$ cat src/rtl/fetch_ctrl.sv
// Instruction fetch sequencer between the PC register and decode.
// Latency: request 1 cycle after reset/delivery/redirect; response captured on rvalid,
//   presented to decode the following cycle.
// Backpressure: one outstanding imem request; the word is held in OUT until inst_ready,
//   and pc_en fires only on a real hand-off.
//
// Ports:
//   clk, rst_n                      clock (rising edge), async active-low reset
//   redirect_valid, redirect_pc     non-sequential next-PC from the select path
//   imem_req/addr/gnt               request channel (addr stable until gnt)
//   imem_rvalid/rdata               response channel (>=1 cycle after gnt)
//   inst_valid/data/pc, inst_ready  valid/ready hand-off to decode
//   pc_en                           PC register advance strobe
//   fault                           sticky misaligned-redirect trap
//
// Optional feature macro MISALIGN_CHECK_EN: when defined, a redirect whose target has
// nonzero low bits parks the block in a FAULT state until reset. When undefined the
// low two target bits are cleared and fault is tied low.
module fetch_ctrl #(
    parameter logic [31:0] RESET_PC = 32'h0000_0000,
    parameter logic [31:0] PC_STEP  = 32'd4
) (
    input  logic        clk,
    input  logic        rst_n,
    input  logic        redirect_valid,
    input  logic [31:0] redirect_pc,
    output logic        imem_req,
    output logic [31:0] imem_addr,
    input  logic        imem_gnt,
    input  logic        imem_rvalid,
    input  logic [31:0] imem_rdata,
    output logic        inst_valid,
    output logic [31:0] inst_data,
    output logic [31:0] inst_pc,
    input  logic        inst_ready,
    output logic        pc_en,
    output logic        fault
);

    localparam logic [2:0] ST_IDLE  = 3'd0;
    localparam logic [2:0] ST_REQ   = 3'd1;
    localparam logic [2:0] ST_WAIT  = 3'd2;
    localparam logic [2:0] ST_OUT   = 3'd3;
`ifdef MISALIGN_CHECK_EN
    localparam logic [2:0] ST_FAULT = 3'd4;
`endif

    logic [2:0]  state_q, state_d;
    logic [31:0] fetch_pc_q, fetch_pc_d;
    logic [31:0] req_addr_q, req_addr_d;
    logic [31:0] inst_data_q, inst_data_d;
    logic [31:0] inst_pc_q, inst_pc_d;
    logic        squash_q, squash_d;

    logic        redir_act;
    logic [31:0] redir_tgt;
    logic        redir_fault;

`ifdef MISALIGN_CHECK_EN
    logic        fault_q, fault_d;

    // Redirects are ignored while parked in FAULT; only reset leaves it.
    assign redir_act   = redirect_valid && (state_q != ST_IDLE) && (state_q != ST_FAULT);
    assign redir_tgt   = redirect_pc;
    assign redir_fault = redir_act && (redirect_pc[1:0] != 2'b00);
    assign fault       = fault_q;
`else
    logic        unused_redir_lsb;

    assign redir_act        = redirect_valid && (state_q != ST_IDLE);
    assign redir_tgt        = {redirect_pc[31:2], 2'b00};
    assign redir_fault      = 1'b0;
    assign unused_redir_lsb = ^{redirect_pc[1:0], redir_fault};
    assign fault            = 1'b0;
`endif

    always_comb begin
        state_d     = state_q;
        fetch_pc_d  = fetch_pc_q;
        req_addr_d  = req_addr_q;
        inst_data_d = inst_data_q;
        inst_pc_d   = inst_pc_q;
        squash_d    = squash_q;
`ifdef MISALIGN_CHECK_EN
        fault_d     = fault_q;
`endif

        if (redir_act) begin
            fetch_pc_d = redir_tgt;
        end

        case (state_q)
            ST_IDLE: state_d = ST_REQ;
            ST_REQ: begin
                // The request in flight keeps its address; its response is discarded later.
                if (redir_act) squash_d = 1'b1;
                if (imem_gnt)  state_d  = ST_WAIT;
            end
            ST_WAIT: begin
                if (imem_rvalid) begin
                    if (squash_q || redir_act) begin
                        squash_d = 1'b0;
                        state_d  = ST_REQ;
                    end else begin
                        inst_data_d = imem_rdata;
                        inst_pc_d   = req_addr_q;
                        state_d     = ST_OUT;
                    end
                end else if (redir_act) begin
                    squash_d = 1'b1;
                end
            end
            ST_OUT: begin
                // A redirect beats a same-cycle inst_ready: the held word is abandoned.
                if (redir_act) begin
                    state_d = ST_REQ;
                end else if (inst_ready) begin
                    fetch_pc_d = fetch_pc_q + PC_STEP;
                    state_d    = ST_REQ;
                end
            end
`ifdef MISALIGN_CHECK_EN
            ST_FAULT: state_d = ST_FAULT;
`endif
            default: state_d = ST_IDLE;
        endcase

`ifdef MISALIGN_CHECK_EN
        if (redir_fault) begin
            state_d  = ST_FAULT;
            fault_d  = 1'b1;
            squash_d = 1'b0;
        end
`endif

        // The request address is latched only on entry to REQ so it stays put until gnt.
        if ((state_d == ST_REQ) && (state_q != ST_REQ)) begin
            req_addr_d = fetch_pc_d;
        end
    end

    always_ff @(posedge clk or negedge rst_n) begin
        if (!rst_n) begin
            state_q     <= ST_IDLE;
            fetch_pc_q  <= RESET_PC;
            req_addr_q  <= 32'h0;
            inst_data_q <= 32'h0;
            inst_pc_q   <= 32'h0;
            squash_q    <= 1'b0;
        end else begin
            state_q     <= state_d;
            fetch_pc_q  <= fetch_pc_d;
            req_addr_q  <= req_addr_d;
            inst_data_q <= inst_data_d;
            inst_pc_q   <= inst_pc_d;
            squash_q    <= squash_d;
        end
    end

`ifdef MISALIGN_CHECK_EN
    always_ff @(posedge clk or negedge rst_n) begin
        if (!rst_n) begin
            fault_q <= 1'b0;
        end else begin
            fault_q <= fault_d;
        end
    end
`endif

    assign imem_req   = (state_q == ST_REQ);
    assign imem_addr  = req_addr_q;
    assign inst_valid = (state_q == ST_OUT);
    assign inst_data  = inst_data_q;
    assign inst_pc    = inst_pc_q;
    assign pc_en      = inst_valid && inst_ready && !redir_act;

endmodule

$ cat config.mk
export PLATFORM = sky130hd
export DESIGN_NAME = fetch_ctrl
export DESIGN_NICKNAME = d
export VERILOG_FILES = /design/src/rtl/fetch_ctrl.sv
export SDC_FILE = /design/constraint.sdc
export NUM_CORES = 1
export LEC_CHECK = 0
export ABC_AREA = 1
export CORE_MARGIN = 2
export CORE_UTILIZATION = 48
export DETAILED_ROUTE_END_ITERATION = 10
export GPL_ROUTABILITY_DRIVEN = 1
export PLACE_DENSITY = 0.92
export SYNTH_ARGS = -nofsm -noshare
export SYNTH_HDL_FRONTEND = slang
export SYNTH_SLANG_ARGS = --single-unit
$ cat constraint.sdc
create_clock -name clk -period 1.9 [get_ports clk]
set_input_delay 0.38 -clock clk [delete_from_list [all_inputs] [get_ports clk]]
set_output_delay 0.38 -clock clk [all_outputs]
set_load 0.03 [all_outputs]
Word level (Yosys, flattened, before mapping)
Index checks and enable logic that the tools add are counted.
W data, S select, Z words.

cells by class
  $add $sub $neg = 1
  equal/unequal tests = 6
  mux-type cells = 14
  bitwise operators = 1
  reduce and logical (&&, ||, !) cells = 11

operator list
  kind                     number
  $mux W32                 4
  $add A32 B3 Y32 const B  1
  $mux W3                  4
  $pmux W3 S4              1
  $eq A3 B1 Y1 const B     2
  $eq A3 B2 Y1 const B     2
  $logic_and A1 B1 Y1      4
  $logic_not A3 Y1         1
  $mux W1                  3
  $ne A3 B1 Y1 const B     1
  $ne A3 B3 Y1 const B     1
  $reduce_and A3 Y1        1
  $reduce_bool A3 Y1       1
  $mux W2                  1
  $pmux W1 S2              1
  $reduce_and A2 Y1        1
  $reduce_bool A2 Y1       1
  $logic_not A1 Y1         1
  $logic_or A1 B1 Y1       1
  $not A1 Y1               1

word-level totals
  register bits = 132
  input bits = 70
  output and inout bits = 100
  word-level logic and storage cells = 39

Depth between registers and ports, before layout
  depth in word-level cells = 8
  depth in mapped cells = 12
  depth with buffers taken out = 12

Worst setup path before layout
Ideal clock, no wire load.

  path kind = reg-to-reg
  start point = register fetch_pc_q[2]
  end point = register fetch_pc_q[22]
  library setup time = 0.119 ns
  arrival time = 1.531 ns
  required time = 1.781 ns
  path slack = 0.250 ns
  cell stages (with the launch flop) = 11
  path buffers = 1
  clock period less this slack = 1.650 ns
  cells stage by stage = dfrtp_1 -> ha_1 -> nand3_1 -> nor2_2 -> nand2_1 -> nor2_4 -> buf_6 -> nand3_1 -> nand2_1 -> nand3_1 -> and2_1

between the ends
  word-level cells in the longest chain between the ends = 4

ends and longest elaborated chain
  item                      line  source
  start, declared           49    logic [31:0] fetch_pc_q, fetch_pc_d;
  start signal, assigned    152   fetch_pc_q <= fetch_pc_d;
  $add A32 B3 Y32           118   fetch_pc_d = fetch_pc_q + PC_STEP;
  $mux W32                  117   end else if (inst_ready) begin
  $mux W32                  115   if (redir_act) begin
  $mux W32                  92    case (state_q)
  named net fetch_pc_d[22]  49

The timed path passes the listed nets, and every way through them passes these cells.
A chain may end at the register's enable or synchronous reset.

Worst setup path in the final report
  start point = register req_addr_q[25] (netlist: imem_addr[25])
  end point = output port imem_addr[25]

RTL lines
  item                    line  source
  start, declared         50    logic [31:0] req_addr_q, req_addr_d;
  start signal, assigned  153   req_addr_q <= req_addr_d;
  end, declared           28    output logic [31:0] imem_addr,

No word-level cell between the ends.

==> results.md <==
* Synthesized netlist cell count at around 760
* Clock transition at the registers of the reported paths at approximately 0.050 ns
* Crit path cell chain: clkdlybuf4s50_1
* Stages on the worst setup path at 1
* Post-Layout Cell Count at 1127
* Crit Path Max Fanout at 3
* Final Net Count at 1013
* Number of global-route vias before repair at 5550
* Initial Utilization at between 40% and 50%
* Global Route Usage Sum at between 20 and 25%
* Final RePlAce weighted congestion at a little under 0.9
* Syn. warnings at 0
* Final cycle utilization of the critical path at 97.7%
* Worst setup SP type: flop
* Maximum VDD drop at 0.692 mV
* Largest net degree at the start of global routing at 45
* Total wire length at 16400 um
* Root Driver: clkbuf_16
* Ant diodes at 0
* WP buf/inv at 1
* Most common cell in the netlist: nand2_1
* Clock sinks at 132
* Chip height at 117 um
* Placed cell areas at roughly 0.0081 mm2
* Dominant cell type by area after synthesis: dfrtp_1
* Via density at roughly 5.0
* CP max stage cell: clkdlybuf4s50_1
* Grt ovf at 0
* Number of synthesized flops with an enable pin at 0
* Outcome: finished, final reports clean
* Async SR Flop Fraction at 100%
* Cell family with most CP delay: buffers and inverters
* H-tree Lvls at 4
* Initial antenna violation count at 0
* # IOs at 170
* CP Data Required Time at 1.52 ns
* Reg2Reg Depth at 10
* Ranking of synthesized cells by area: dfrtp_1 (54%), nand2_1 (20%), nand3_1 (3.8%)
* Worst hold path class: in2async
* Drt first pass iters at 5
* Dpl hpwl at approximately 12000 um
* Post-layout min period at 1.86 ns
* Cts bufs inserted at 17
* Post-DRT Antenna Nets at 0
* Synthesis-stage register bit count at 132
* Via Count at 5600
* Final hold violation count at 0
* Fin area at 0.00875 mm2
* Total of max-cap violations at 0
* # DRC at 0
* Fmax at roughly 0.54 GHz
* CTS tree: built
* Critical path type: reg2out
* First-pass GRT wire length at 26400 um
* Layout Area Growth over Synthesis at 42.8%
* Synth cell types at 40
* Core Area at 0.0125 mm2
* Largest stage delay, worst path at 0.69 ns
* Port Buf Inserts at roughly 170
* RR Startpoint: fetch_pc_q[2]$_DFF_PN0_
* PD cells at 1390 mW/mm2
* Fraction of layout cells with a size suffix above 1 at 10.7%
* Worst reg-to-reg setup slack at 0.10 ns
* Setup TNS at 0 ns
* Pleak at roughly 0.0044 uW
* Drt wl/cell at 14.5 um
* Finish-stage setup viols at 0
* Placed cell count at approximately 1100
* Capturing point of the worst reg2reg path: imem_addr[14]$_DFFE_PN0P_
* DIE AREA at roughly 0.014 mm2
* Main synth FF type: dfrtp_1
* Post-Syn Area per Cell at 8.10 um2
* Max clock buf depth at 2
* Worst path arrival time at 1.48 ns
* Top-area cell type share of the netlist area at 53.9%
* Filler cells at 935
* Clk Latency, worst-skew pair at 0.41 ns
* Iter 0 DRT Violations at 397
* Die outline width at 117 um
* Synth top cells by count: nand2_1 (334), dfrtp_1 (132), inv_1 (60), nand3_1 (46), nor2_1 (40)
* Synthesized area at 0.00613 mm2
* Post-synthesis sequential area ratio at 53.9%
* Setup crit end kind: output port
* Final Skew at ~0.008 ns
* Max-slew violation count at 0
* Std-Cell Rows at between 40 and 50
## layout by cell type (no fill, tap or decap), drive strengths merged, types with 5 or more instances in the layout
cell type        n
nand2          341
clkbuf          23
a21oi            9
clkdlybuf4s50  149
nand4            5
dfrtp          132
nand3           47
nand3b           9
inv             66
buf             28
or2             10
o21ai           39
nor2            48
clkinv           7
dlymetal6s2s    10
## report_power, final
part | internal, uW | switching [uW]
Clock | 2250 | 1150
Sequential | 3630 | 599
Combinational | 1790 | 2690
## metal layers
layer | global-route usage [%] | up-vias | wire length, um
met1 | 31.7 | 2621 | 6800
met5 | 0 | - | 0
met3 | 5.61 | 34 | 1150
li1 | - | 2713 | -
met2 | 41.5 | 232 | 7950
met4 | 10.7 | 0 | 465
## registers in the layout, indices dropped and copies added, names as in the netlist
signal      flops
squash_q        1
fetch_pc_q     32
state_q         3
inst_pc        32
imem_addr      32
inst_data      32
## logic make-up (layout without fill, tap and decap cells)
kind of cell / Yosys count / after routing / share of synthesized area, %
XOR/XNOR: 4 / 4 / 0.572
other: 1 / 2 / 0.0612
flip-flops: 132 / 132 / 53.9
AND/OR/NAND/NOR: 465 / 465 / 32.2
AO/OA/AOI/OAI: 59 / 59 / 5.51
buffers and inverters: 94 / 292 / 7.50
adder cells (fa/ha/maj): 1 / 1 / 0.204
## area by class of cell
| class | count | area, um2 | share of cell area [%] |
|---|---|---|---|
| flip-flops and latches | 132 | 3300 | 37.8 |
| multi-input cells | 531 | 2390 | 27.4 |
| repair buffers | 193 | 1960 | 22.4 |
| clock buffers | 22 | 464 | 5.31 |
| inverters | 67 | 259 | 2.96 |
| well taps | 172 | 215 | 2.46 |
| clock inverters | 10 | 154 | 1.76 |
## through the flow
step           setup WS (ns)  hold WS [ns]  util (%)  power (uW)
2_1_floorplan          0.250        0.0844         -        6690
3_3_place_gp         -0.0608         0.315      64.4        8630
3_5_place_dp          -0.151         0.317      64.4        8760
4_1_cts              0.00146         0.446      69.5       12200
5_1_grt             -0.00808         0.467      69.9       12800
6_report              0.0430         0.443      69.9       12100
## timing repair
action | in CTS | in global routing
gates cloned | 0 | 0
setup buffers | 1 | 0
endpoints found under the hold margin | 37 | 0
hold buffers | 1 | 0
pin swaps | 1 | 2
gates resized for setup | 10 | 20
endpoints found under the setup margin | 6 | 28
## how the worst max path moves through the flow
stage	from	to	slack, ns
after floorplan	fetch_pc_q[2]$_DFF_PN0_	fetch_pc_q[22]$_DFF_PN0_	0.25
after global routing	fetch_pc_q[2]$_DFF_PN0_	imem_addr[14]$_DFFE_PN0P_	-0.008
after global placement	inst_ready	imem_addr[31]$_DFFE_PN0P_	-0.06
after CTS	imem_addr[21]$_DFFE_PN0P_	imem_addr[21]	0.001
final	imem_addr[25]$_DFFE_PN0P_	imem_addr[25]	0.04
after detailed placement	inst_ready	imem_addr[12]$_DFFE_PN0P_	-0.15
Power figures use the tool's default switching activity.
